### src/rtl/cdcc_pkg.sv
// Shared types and constants for the tap window serializer / shift buffer pair.
package cdcc_pkg;
    typedef enum logic {
        IDLE  = 1'b0,
        SHIFT = 1'b1
    } state_t;

    localparam int TAP_COUNT = 4;
    localparam int DEFAULT_W = 16;
endpackage

### src/rtl/tap_serializer.sv
// Parallel-in, serial-out window streamer: one four-word window in, one word per beat out, oldest first.
module tap_serializer
    import cdcc_pkg::*;
#(
    parameter int W        = DEFAULT_W,
    parameter int NUM_TAPS = TAP_COUNT
) (
    input  logic                clk,
    input  logic                rst,
    input  logic                in_valid,
    output logic                in_ready,
    input  logic signed [W-1:0] in_d0,
    input  logic signed [W-1:0] in_d1,
    input  logic signed [W-1:0] in_d2,
    input  logic signed [W-1:0] in_d3,
    output logic                out_valid,
    input  logic                out_ready,
    output logic signed [W-1:0] out_data,
    output logic [1:0]          out_idx,
    output logic                out_last
);

    if (NUM_TAPS != TAP_COUNT) begin : g_bad_num_taps
        $error("tap_serializer: NUM_TAPS must be 4");
    end

    state_t              state_q, state_d;
    logic signed [W-1:0] hold_q [0:3];
    logic signed [W-1:0] hold_d [0:3];
    logic [1:0]          idx_q, idx_d;

    logic beat_acc;
    logic last_acc;
    logic load;

    always_comb begin
        state_d   = state_q;
        idx_d     = idx_q;
        for (int i = 0; i < 4; i++) hold_d[i] = hold_q[i];

        out_valid = (state_q == SHIFT);
        out_data  = hold_q[0];
        out_idx   = idx_q;
        out_last  = out_valid && (idx_q == 2'd3);

        beat_acc  = out_valid && out_ready;
        last_acc  = beat_acc && (idx_q == 2'd3);
        // out_ready -> in_ready is combinational so a new window can land on the last beat's edge.
        in_ready  = (state_q == IDLE) || last_acc;
        load      = in_valid && in_ready;

        if (beat_acc) begin
            for (int i = 0; i < 3; i++) hold_d[i] = hold_q[i+1];
            hold_d[3] = '0;
            idx_d     = idx_q + 2'd1;
            if (last_acc) state_d = IDLE;
        end

        if (load) begin
            hold_d[0] = in_d0;
            hold_d[1] = in_d1;
            hold_d[2] = in_d2;
            hold_d[3] = in_d3;
            idx_d     = 2'd0;
            state_d   = SHIFT;
        end
    end

    always_ff @(posedge clk or posedge rst) begin
        if (rst) begin
            state_q <= IDLE;
            idx_q   <= 2'd0;
            for (int i = 0; i < 4; i++) hold_q[i] <= '0;
        end else begin
            state_q <= state_d;
            idx_q   <= idx_d;
            for (int i = 0; i < 4; i++) hold_q[i] <= hold_d[i];
        end
    end

endmodule

### config.mk
export PLATFORM = sky130hd
export DESIGN_NAME = tap_serializer
export DESIGN_NICKNAME = d
export VERILOG_FILES = /design/src/rtl/cdcc_pkg.sv /design/src/rtl/tap_serializer.sv
export SDC_FILE = /design/constraint.sdc
export NUM_CORES = 1
export LEC_CHECK = 0
export BUFFER_PORTS_ARGS = -buffer_cell sky130_fd_sc_hd__buf_2
export CAP_MARGIN = 15
export CORE_MARGIN = 1.5
export CORE_UTILIZATION = 24
export DETAILED_ROUTE_END_ITERATION = 10
export GPL_ROUTABILITY_DRIVEN = 0
export SLEW_MARGIN = 20
export SYNTH_ARGS = -nofsm -noshare
export SYNTH_HDL_FRONTEND = slang
export SYNTH_SLANG_ARGS = --single-unit
### constraint.sdc
create_clock -name clk -period 5.63 [get_ports clk]
set_input_delay 0.563 -clock clk [delete_from_list [all_inputs] [get_ports clk]]
set_output_delay 0.563 -clock clk [all_outputs]
set_load 0.05 [all_outputs]
==> impl_metrics.json <==
{
  "critical_path.cell_chain": "ha_1, a21bo_2, buf_2",
  "grt_first_pass_wirelength_um": 13000,
  "use_met1_pct": 17.7,
  "drt_iter0_markers": 99,
  "dominantRegCellSynth": "dfrtp_1",
  "tritoncts": "yes",
  "worst_ep_arrival_time_ps": 1990,
  "first_pass_iters": 4,
  "clockBufferDepth": 2,
  "switching_power_uw": 813,
  "unrepaired_setup_endpoints_after_global_routing": "no",
  "clk_pin_slew_ps": 50,
  "tritoncts_num_sinks": 67,
  "grt.met2_usage_pct": 15.9,
  "grt.total_usage_pct": 11.8,
  "core.rowCount": 42,
  "fp.dieW_um": 119,
  "leakagePower_uw": 0.00192,
  "status": "finished, final reports clean",
  "number_of_antenna_violations_at_the_first_check_in_global_routing": 0,
  "clock_skew_ps": 2.46,
  "place_worst_setup_slack_ps": 3040,
  "synth_top_cell_area_share_pct": 51.5,
  "syn-num-nets": 384,
  "netlist_area_sq_um": 3260,
  "routed_via_density": 4.51,
  "syn_area_per_cell_sq_um": 10.3,
  "initial_utilization_pct": 24.6,
  "synth_most_common_cell": "dfrtp_1",
  "share_of_layout_cells_above_drive_strength_1_pct": 31.7,
  "postSynthRegisterBits": 67,
  "synth_common_cells": "67 x dfrtp_1, 65 x nand3_1, 48 x mux2i_1, 30 x o21ai_1, 26 x o21ai_0",
  "synthTopCellsByArea": "dfrtp_1 51%, mux2i_1 15%, nand3_1 10%",
  "clockRootBuffer": "clkbuf_16",
  "grt-ovfl-total": 0,
  "via_count": 2500,
  "synth_largest_area_cell": "dfrtp_1",
  "end_kind": "output port",
  "power.share.switching_pct": 39.2,
  "period_share_pct": 45.3,
  "fillers": 1426,
  "power.share.sequential_pct": 37.7,
  "vias_in_the_first_global_route": 2436,
  "route.detailed.drc": 0,
  "hpwlAfterDp_um": 5150,
  "ys_seq_area_share_pct": 51.5,
  "floorplan.core_area_sq_um": 13200,
  "number_of_gates_on_the_worst_path_with_buffers_counted": 3,
  "postLayoutSetupSlackWorst_ps": 3080,
  "timing.critical_path.slowest_stage_cell": "a21bo_2",
  "synth_edf_count": 0,
  "post_synth_inst_count": 315,
  "yosys_warnings": 0,
  "cts_buffers": 9,
  "cts-hold-fix-buffers": 0,
  "comb_power_share_pct": 33.9,
  "nets_finish": 442,
  "grt_max_degree": 68,
  "p_per_area_nw_per_um2": 521,
  "area_of_the_die_sq_um": 14300,
  "grtUsageMet3_pct": 3.45,
  "critPathTopFamily": "compound AO/OA/AOI/OAI gates",
  "area_growth_pct": 22.1,
  "timing_worst_setup_path_type": "reg2out",
  "cts-resized-gates": 0,
  "reg2reg_depth": 4,
  "power_frac_clock_pct": 28.3,
  "irDropWorstVdd_v": 0.000336,
  "worst_hold_check_path_type": "in2async",
  "share_of_async_settable_or_async_resettable_flops_after_synthesis_pct": 100,
  "cts_htree_levels": 3,
  "worstPathBufferInverterCount": 1,
  "antennaDiodeCount": 0,
  "setup_viol": 0,
  "final-hold-violation-count": 0,
  "ys_types": 21,
  "tightest_slew_ps": 1040,
  "maxSlewHeadroom_pct": 30.5,
  "timing.final.crit_period_ps": 2550,
  "cp_max_fo": 41,
  "detail_route.wirelength_um": 8020,
  "post_drt_wl_per_cell_um": 14.5,
  "post-cts-setup-buffer-count": 0,
  "io_pins": 89,
  "die-height_um": 119,
  "max_freq_ghz": 0.392,
  "slew_viol_final": 0,
  "intPower_uw": 1260,
  "slowest_delay_ps": 680,
  "critical_path_required_ps": 5070,
  "clkLatencyLatePin_ps": 330,
  "totalNegativeSetupSlack_ps": 0,
  "gr-max-usage-layer": "met1",
  "port-buffer-count": 88,
  "antenna_left": 0,
  "critical_path.startpoint_type": "flip-flop",
  "cap_viol_max_count": 0
}
==> placed cells by master (no fill, tap or decap), types with 2 or more instances in the layout <==
cell       instances
clkbuf_8           3
o21ai_1           30
buf_4              3
dfrtp_1           67
clkbuf_16          9
nand2_1           17
o21ai_0           26
mux2i_1           48
clkinv_2           2
o21ai_2            8
buf_2             88
nand3_1           65
==> power by group through the flow <==
stage	combinational (uW)	clock [uW]	sequential (uW)
3_3_place_gp	694	0	786
4_1_cts	715	604	785
2_1_floorplan	624	0	771
3_5_place_dp	713	0	794
6_report	703	587	782
5_1_grt	771	619	807
==> cell families (layout without fill, tap and decap cells) <==
family	after synthesis	count (layout)	synth area share, %
flip-flops	67	67	51.5
AO/OA/AOI/OAI	66	66	11.3
AND/OR/NAND/NOR	87	87	12.8
buffers and inverters	45	108	8.92
multiplexers	48	48	14.8
XOR/XNOR	1	1	0.269
adder cells (fa/ha/maj)	1	1	0.384
==> metrics by stage <==
step / utilization (%) / area (sq um) / instances / power (uW) / hold WS, ps
floorplan: - / 3260 / 315 / 1400 / 499
global placement: 27.6 / 3660 / 538 / 1480 / 512
detailed placement: 27.6 / 3660 / 538 / 1510 / 516
CTS: 30.0 / 3970 / 554 / 2100 / 457
global route: 30.0 / 3970 / 554 / 2200 / 465
finish: 30.0 / 3970 / 554 / 2070 / 466
==> sequential cells by signal, indices dropped and copies added, names as in the netlist <==
signal,flops
hold_q,48
out_data,16
out_idx,2
out_valid,1
==> path summary, 6_finish.rpt <==
| kind | from | to | slack (ps) |
|---|---|---|---|
| max reg2reg | out_idx[0]$_DFFE_PP0P_ | out_data[4]$_DFFE_PP0P_ | 3180 |
| min in group clk | in_d0[2] | out_data[2]$_DFFE_PP0P_ | 470 |
| max | out_idx[0]$_DFFE_PP0P_ | in_ready | 3080 |
| min reg2reg | hold_q[3]$_DFFE_PP0P_ | hold_q[3]$_DFFE_PP0P_ | 530 |
| min | rst | out_data[7]$_DFFE_PP0P_ | 470 |
| max in group asynchronous | rst | hold_q[4]$_DFFE_PP0P_ | 4540 |
==> layer usage <==
layer  share of wire (%)  up-vias  wire length [um]
li1                    -     1218                 -
met1                  52     1198              4200
met2                  41       71              3300
met3                 5.2       13               414
met4                 1.5        0               119
met5                   0        -                 0
==> area by class of cell <==
type	count	area [sq um]	area share, %
Multi-Input combinational cell	203	1300	32.6
Inverter	1	3.75	0.0945
Sequential cell	67	1680	42.2
Tap cell	176	220	5.54
Clock inverter	4	47.5	1.20
Timing Repair Buffer	91	463	11.6
Clock buffer	12	267	6.71
==> worst register-to-register path, cell delays in order (launching register included) <==
cell	delay [ps]
dfrtp_1	390
ha_1	180
a21bo_2	680
and2_4	800
o21ai_0	250
Power figures use the tool's default switching activity.
